**src/rtl/bank_bitplane_scatter_pkg.sv**
```systemverilog
// bank_bitplane_scatter_pkg: shared sizing, FSM encoding and bank-slice helper.
package bank_bitplane_scatter_pkg;
  localparam int DEF_N_BANK = 16;
  localparam int DEF_IN_W   = 8;
  localparam int DEF_IDX_W  = $clog2(DEF_IN_W);
  typedef enum logic {IDLE, STREAM} state_t;
  function automatic int slice_lo(input int k, input int w);
    return k * w;
  endfunction
endpackage

```
**src/rtl/bank_bitplane_scatter_select.sv**
```systemverilog
// bitplane_select: gathers bit idx of every bank element into one plane.
module bitplane_select
  import bank_bitplane_scatter_pkg::*;
#(
  parameter int N_BANK = DEF_N_BANK,
  parameter int IN_W   = DEF_IN_W,
  parameter int IDX_W  = $clog2(IN_W)
) (
  input  logic [N_BANK*IN_W-1:0] vec,
  input  logic [IDX_W-1:0]       idx,
  output logic [N_BANK-1:0]      plane
);
  for (genvar k = 0; k < N_BANK; k++) begin : g_bank
    logic [IN_W-1:0] elem;
    assign elem     = vec[slice_lo(k, IN_W) +: IN_W];
    assign plane[k] = elem[idx];
  end
endmodule

```
**src/rtl/bank_bitplane_scatter.sv**
```systemverilog
// bank_bitplane_scatter: streams each activation vector as LSB-first bit-planes
// with a one-deep pending slot so consecutive vectors run without a bubble.
module bank_bitplane_scatter
  import bank_bitplane_scatter_pkg::*;
#(
  parameter int N_BANK = DEF_N_BANK,
  parameter int IN_W   = DEF_IN_W,
  parameter int IDX_W  = $clog2(IN_W)
) (
  input  logic                   clk,
  input  logic                   rst_n,
  input  logic                   in_valid,
  output logic                   in_ready,
  input  logic [N_BANK*IN_W-1:0] in_data,
  input  logic                   in_signed,
  output logic                   out_valid,
  input  logic                   out_ready,
  output logic [N_BANK-1:0]      out_plane,
  output logic [IDX_W-1:0]       out_bit_idx,
  output logic                   out_first,
  output logic                   out_last,
  output logic                   out_neg,
  output logic                   busy
);
  localparam logic [IDX_W-1:0] LAST = IDX_W'(IN_W - 1);
  state_t                  state, state_n;
  logic [IDX_W-1:0]        idx, idx_n;
  logic [N_BANK*IN_W-1:0]  act_data, act_data_n, pend_data, pend_data_n;
  logic                    act_signed, act_signed_n, pend_signed, pend_signed_n;
  logic                    pend_valid, pend_valid_n;
  logic [N_BANK-1:0]       plane;
  logic                    acc, fire;

  assign acc  = in_valid && in_ready;
  assign fire = out_valid && out_ready;

  always_comb begin
    state_n       = state;
    idx_n         = idx;
    act_data_n    = act_data;
    act_signed_n  = act_signed;
    pend_valid_n  = pend_valid;
    pend_data_n   = pend_data;
    pend_signed_n = pend_signed;
    if (state == IDLE) begin
      if (acc) begin
        state_n      = STREAM;
        idx_n        = '0;
        act_data_n   = in_data;
        act_signed_n = in_signed;
      end
    end else if (fire && idx == LAST) begin
      idx_n        = '0;
      state_n      = (pend_valid || acc) ? STREAM : IDLE;
      act_data_n   = pend_valid ? pend_data : in_data;
      act_signed_n = pend_valid ? pend_signed : in_signed;
      pend_valid_n = 1'b0;
    end else begin
      idx_n = fire ? idx + IDX_W'(1) : idx;
      if (acc) begin
        pend_valid_n  = 1'b1;
        pend_data_n   = in_data;
        pend_signed_n = in_signed;
      end
    end
  end

  always_ff @(posedge clk or negedge rst_n) begin
    if (!rst_n) begin
      state       <= IDLE;
      idx         <= '0;
      act_data    <= '0;
      act_signed  <= 1'b0;
      pend_valid  <= 1'b0;
      pend_data   <= '0;
      pend_signed <= 1'b0;
    end else begin
      state       <= state_n;
      idx         <= idx_n;
      act_data    <= act_data_n;
      act_signed  <= act_signed_n;
      pend_valid  <= pend_valid_n;
      pend_data   <= pend_data_n;
      pend_signed <= pend_signed_n;
    end
  end

  bitplane_select #(.N_BANK(N_BANK), .IN_W(IN_W), .IDX_W(IDX_W)) u_sel (
    .vec   (act_data),
    .idx   (idx),
    .plane (plane)
  );

  // Outputs are pure functions of registered state, so they hold while stalled.
  assign out_valid   = state == STREAM;
  assign out_plane   = out_valid ? plane : '0;
  assign out_bit_idx = idx;
  assign out_first   = out_valid && idx == '0;
  assign out_last    = out_valid && idx == LAST;
  assign out_neg     = out_last && act_signed;
  assign in_ready    = !pend_valid;
  assign busy        = out_valid || pend_valid;
endmodule

```
**config.mk**
```make
export PLATFORM = sky130hd
export DESIGN_NAME = bank_bitplane_scatter
export DESIGN_NICKNAME = d
export VERILOG_FILES = /design/src/rtl/bank_bitplane_scatter_pkg.sv /design/src/rtl/bank_bitplane_scatter_select.sv /design/src/rtl/bank_bitplane_scatter.sv
export SDC_FILE = /design/constraint.sdc
export NUM_CORES = 1
export LEC_CHECK = 0
export BUFFER_PORTS_ARGS = -buffer_cell sky130_fd_sc_hd__buf_2
export CORE_UTILIZATION = 25
export DETAILED_ROUTE_END_ITERATION = 8
export PLACE_DENSITY_LB_ADDON = 0.08
export SLEW_MARGIN = 10
export SYNTH_ARGS = -nofsm -noshare
export SYNTH_HDL_FRONTEND = slang
export SYNTH_HIERARCHICAL = 1
export SYNTH_SLANG_ARGS = --single-unit
```
**constraint.sdc**
```tcl
create_clock -name clk -period 2.7 [get_ports clk]
set_input_delay 0.135 -clock clk [delete_from_list [all_inputs] [get_ports clk]]
set_output_delay 0.135 -clock clk [all_outputs]
set_load 0.05 [all_outputs]
```
# Yosys cells after proc, flatten, opt, wreduce, memory -nomap -nowiden
# Index checks and enable logic that the tools add are counted.
[op_classes] add_sub_neg=1 order_cmp=1 n_eq_ne=3 n_mux=51 bitwise_logic=1 n_reduce_logical=16
[ops] operator="$mux W128" n=4
[ops] operator="$bmux W1 S3" n=16
[ops] operator="$mux W1" n=26
[ops] operator="$mux W16" n=1
[ops] operator="$mux W3" n=4
[ops] operator="$logic_and A1 B1 Y1" n=6
[ops] operator="$reduce_and A2 Y1" n=3
[ops] operator="$lt A3 B4 Y1 const B" n=1
[ops] operator="$reduce_bool A2 Y1" n=2
[ops] operator="$add A3 B1 Y3 const B" n=1
[ops] operator="$eq A3 B3 Y1 const B" n=1
[ops] operator="$logic_not A3 Y1" n=1
[ops] operator="$ne A3 B1 Y1 const B" n=1
[ops] operator="$reduce_and A3 Y1" n=1
[ops] operator="$logic_or A1 B1 Y1" n=2
[ops] operator="$ne A2 B1 Y1 const B" n=1
[ops] operator="$logic_not A1 Y1" n=1
[ops] operator="$not A1 Y1" n=1
[totals] reg_bits=263 inputBits=133 word_cells=80

# Logic depth before layout (Yosys ltp)
[logic_depth] ltp_word=6 depth_mapped=7 depth_no_buf=5

# Modules after synthesis
# The synthesis kept the hierarchy.
[modules_own_cells] module="bank_bitplane_scatter" n_inst=1 cells_each=742 area_each_um2=11488.5 seq_area_each_um2=6581.3
[modules_own_cells] module="bitplane_select" n_inst=1 cells_each=57 area_each_um2=1071.0 seq_area_each_um2=0.0

# Least setup slack after synthesis
# OpenSTA, ideal clock, no wires.
[synth_timing] path_kind="register to register" startpoint="register idx[0] (netlist: out_bit_idx[0])" endpoint="register pend_data[117]" arrival_time_ns=2.159 slack_ns=0.416 stages_incl_launch_ff=8 path_buffers=2 cell_sequence="dfrtp_1 ha_1 ha_1 nand2_1 nor3b_2 buf_2 buf_2 mux2_2"
[synth_via] elab_chain_cells=4
[synth_rtl] element="start, declared" line_no="bank_bitplane_scatter.sv:27" source="logic [IDX_W-1:0] idx, idx_n;"
[synth_rtl] element="start signal, assigned" line_no="bank_bitplane_scatter.sv:79" source="idx <= idx_n;"
[synth_rtl] element="$eq A3 B3 Y1" line_no="bank_bitplane_scatter.sv:52" source="end else if (fire && idx == LAST) begin"
[synth_rtl] element="$logic_and A1 B1 Y1" line_no="bank_bitplane_scatter.sv:52"
[synth_rtl] element="$not A1 Y1 (no source line)"
[synth_rtl] element="$reduce_and A3 Y1 (no source line)"
[synth_rtl] element="end signal, assigned" line_no="bank_bitplane_scatter.sv:83" source="pend_data <= pend_data_n;"
[synth_rtl] element="end, declared" line_no="bank_bitplane_scatter.sv:28" source="logic [N_BANK*IN_W-1:0] act_data, act_data_n, pend_data, pend_data_n;"
# Every way passes these cells.
# A chain may end at the register's enable or synchronous reset.

# Worst setup path in the final report
[layout_timing] startpoint="register idx[0] (netlist: out_bit_idx[0])" endpoint="output out_plane[15]"
[layout_via] elab_chain_cells=3
[layout_rtl] element="$bmux W1 S3" line_no="bank_bitplane_scatter_select.sv:16" source="assign plane[k] = elem[idx];"
[layout_rtl] element="$mux W1 (not written as such)" line_no="bank_bitplane_scatter_select.sv:16"
[layout_rtl] element="named net plane[15]" line_no="bank_bitplane_scatter.sv:31" source="logic [N_BANK-1:0] plane;"
[layout_rtl] element="$mux W16" line_no="bank_bitplane_scatter.sv:96" source="assign out_plane = out_valid ? plane : '0;"
[layout_rtl] element="end, declared" line_no="bank_bitplane_scatter.sv:18" source="output logic [N_BANK-1:0] out_plane,"
# The timed path passes the listed nets, and every way through them passes these cells. The select of a mux whose other input is x is not followed.

==> flow_summary.toml <==
[timing]
worst-slew-pin-transition_ns = 0.7902
post-route-period-util_pct = 95.31
setup_repair_after_global_routing_missed_its_margin = "false"
timing_max_transition_violations_final = 0
final_period_minus_worst_setup_slack_ns = 2.573
whs_ns = 0.1119
clock.fmax_mhz = 388.6
total_negative_slack_ns = 0
final.setup_skew_ns = 0.008881
slew-limit-headroom_pct = 47.12
hold_viol_final = 0
report.final.setup_viol = 0

[setup_path]
cpPeakStageDelay_ns = 0.61
worst-endpoint-required_ns = 2.57
worst-path-max-fanout = 15
critical-path-slowest-cell = "sky130_fd_sc_hd__mux4_1"
critical_path.startpoint_type = "flop"
critPathArrivalTime_ns = 2.44
reg2reg_setup_slack_ns = 0.40
critical_path.cell_chain = "buf_6 -> mux4_1 -> mux2_2 -> and2_1 -> buf_2"
rr_startpoint = "out_valid"
worstReg2RegEnd = "act_data[86]"
worstRegToRegCells = 4
timing.critical_path.to_type = "primary output"
criticalPathCategory = "reg -> out"

[yosys]
synth-main-ff-cell = "sky130_fd_sc_hd__dfrtp_1"
synth_top_family_by_area = "multiplexers"
synth-async-reset-ratio_pct = 100.0
synth.yosys.seq_area_share_pct = 52.40
synth_cells = 799
syn-cell-area_sq_um = 12560
yosysTopAreaCellShare_pct = 52.40
fraction_of_the_mapped_netlist_area_in_compound_gates_pct = 0.4184
post_synth_fa_ha_maj_area_fraction_pct = 0.2989
synth.net_count = 935
yosysUniqueCellTypes = 30
yosys.area_share.simple_pct = 1.534
yosys-top-cells-count = "sky130_fd_sc_hd__mux2_2 (303), sky130_fd_sc_hd__dfrtp_1 (263), sky130_fd_sc_hd__mux2_1 (100)"
netlist.top_cell.by_area = "sky130_fd_sc_hd__dfrtp_1"
netlist_top_cells_area = "sky130_fd_sc_hd__dfrtp_1 (52%), sky130_fd_sc_hd__mux2_2 (27%), sky130_fd_sc_hd__mux2_1 (9.0%)"
yosys_warnings = 6
synth.area.mux_share_pct = 42.71
synth_seq_cells = 263
synth_edf_count = 0
synth_most_common_cell = "sky130_fd_sc_hd__mux2_2"
synth-xor-area-share_pct = 0
synth_area_per_cell_sq_um = 15.72

[detailed_routing]
via_per_inst = 4.324
drc = 0
drt-pass1-iter-count = 4
wirelength_met1_mm = 15.90
top_layer_used = "met4"
routed_wire_length_per_instance_um = 18.22
drtAntennaViolNets = 0
wl_mm = 32.50
dr_total_vias = 7714
wl_met2_mm = 14.87
met3_length_mm = 1.029
detail_route.iter0.violations = 196

[floorplanning]
floorplan.die_area_sq_um = 51140
core_sq_um = 49250
placementRows = 81
io_pins = 158
initial_utilization_pct = 25.50
chipHeight_um = 226.1
die_width_um = 226.1

[final_layout]
areaGrowthSynthToFinish_pct = 32.80
post_route_cells_drive_above_1_share_pct = 48.52
layout.cell_area.non_filler_sq_um = 16680
fillCellCount = 4948
nets = 1230

[clock_network]
worstSkewPairLatency_ns = 0.53
cts_made_buffers = 35
cts-root-buf = "sky130_fd_sc_hd__clkbuf_16"
cts_sinks = 263
tritoncts = "built"
post_cts_setup_inserts = 0
max-clock-path-buffers = 3
worst_path_clk_slew_ns = 0.06
htree_num_levels = 2

[pwr]
vdd_drop_max_mv = 0.5350
power_after_layout_mw = 17.39
power_density_nw_per_um2 = 1042
power.leakage_nw = 7.996

[status]
status = "finished, final reports clean"

[global_route]
globalRoute.totalOverflow = 0
antenna_found_initial = 1
global_route_total_usage_across_every_layer_pct = 13.19
wire_length_of_the_first_global_routing_pass_mm = 50.76
maximum_number_of_pins_on_one_net_before_global_route_repair = 87
first_global_vias = 8488

[job]
drv_cap = 0

[min_path]
holdCritPathClass = "in -> async"

[placement]
dpl.hpwl_mm = 20.03
io_buffers = 157
placed_cell_area_sq_um = 14230
place.gp.congestion = 0.6455
[power breakdown]
group	leakage (nW)	internal (mW)	switching, mW
Combinational	3.91	3.47	2.79
Clock	0.544	2.79	1.77
Sequential	3.54	5.72	0.853
[worst max path at each step]
| stage | end | from | slack, ns | cells after the start |
|---|---|---|---|---|
| after global routing | out_plane[7] | out_bit_idx[0] | 0.01 | 5 |
| after CTS | out_plane[15] | out_bit_idx[0] | 0.01 | 5 |
| after floorplan | pend_data[117] | out_bit_idx[0] | 0.42 | 7 |
| final | out_plane[15] | out_bit_idx[0] | 0.13 | 5 |
| after detailed placement | act_data[97] | out_valid | 0.34 | 4 |
| after global placement | act_data[79] | out_valid | 0.37 | 4 |
[cells in the final DEF, fill, tap and decap left out, types with 4 or more instances in the layout]
cell                            synthesis  routed
sky130_fd_sc_hd__clkbuf_8               0       7
sky130_fd_sc_hd__dfrtp_1              263     259
sky130_fd_sc_hd__and2_1                17      17
sky130_fd_sc_hd__nand2_1                7       6
sky130_fd_sc_hd__clkbuf_1               5      13
sky130_fd_sc_hd__mux4_2                 4       4
sky130_fd_sc_hd__buf_2                 30     156
sky130_fd_sc_hd__mux2_2               303     303
sky130_fd_sc_hd__buf_12                 0      13
sky130_fd_sc_hd__dlygate4sd3_1          0     132
sky130_fd_sc_hd__clkbuf_16              0      37
sky130_fd_sc_hd__buf_4                 11       8
sky130_fd_sc_hd__dfrtp_2                0       4
sky130_fd_sc_hd__mux2_1               100     100
sky130_fd_sc_hd__mux4_1                28      28
[per-layer routing]
| layer | global-route usage, % | vias up |
|---|---|---|
| met2 | 20.76 | 123 |
| met4 | 4.250 | 0 |
| met1 | 18.32 | 3996 |
| li1 | - | 3552 |
| met5 | 0 | - |
| met3 | 2.238 | 43 |
[flip-flops by register name (all words and copies together) (netlist names)]
signal	count
act_data	128
act_signed	1
out_bit_idx	3
out_valid	1
pend_data	128
pend_signed	1
pend_valid	1
[cell type report]
class,count,area [sq um],area share [%]
Timing Repair Buffer,312,2460,14.75
Sequential cell,263,6586,39.49
Clock buffer,57,1071,6.422
Tap cell,664,830.8,4.981
Inverter,3,11.26,0.06752
Antenna cell,3,7.507,0.04501
Clock inverter,3,40.04,0.2401
Multi-Input combinational cell,479,5672,34.01
[worst max-delay path: cells and delay by family (launching register included)]
kind                   cells  cell delay (ns)
muxes                      2             0.91
buffers and inverters      2             0.44
DFF                        1             0.40
and+or+nand+nor            1             0.15
[repair_timing]
item / in CTS / in global routing
cloned: 0 / 0
pin swaps: 0 / 0
endpoints found under the hold margin: 428 / 0
hold buffers: 132 / 0
gates resized for setup: 1 / 1
setup endpoints to repair: 12 / 4
[metrics by stage]
stage               utilization, %  std cells  worst slack [ns]
global route                 33.85       1781           0.01172
detailed placement           28.89       1589            0.3408
CTS                          33.84       1781           0.01035
finish                       33.86       1784            0.1268
global placement             28.89       1589            0.3691
floorplan                        -        799            0.4164
[kinds of logic (layout without fill, tap and decap cells)]
logic type	after synthesis	in the layout
muxes	435	435
DFF	263	263
buffers and inverters	57	375
and+or+nand+nor	33	33
AOI/OAI and AO/OA	8	8
adders and majority gates	3	3
other	0	3
No activity file was read; power rests on OpenSTA's default activity.
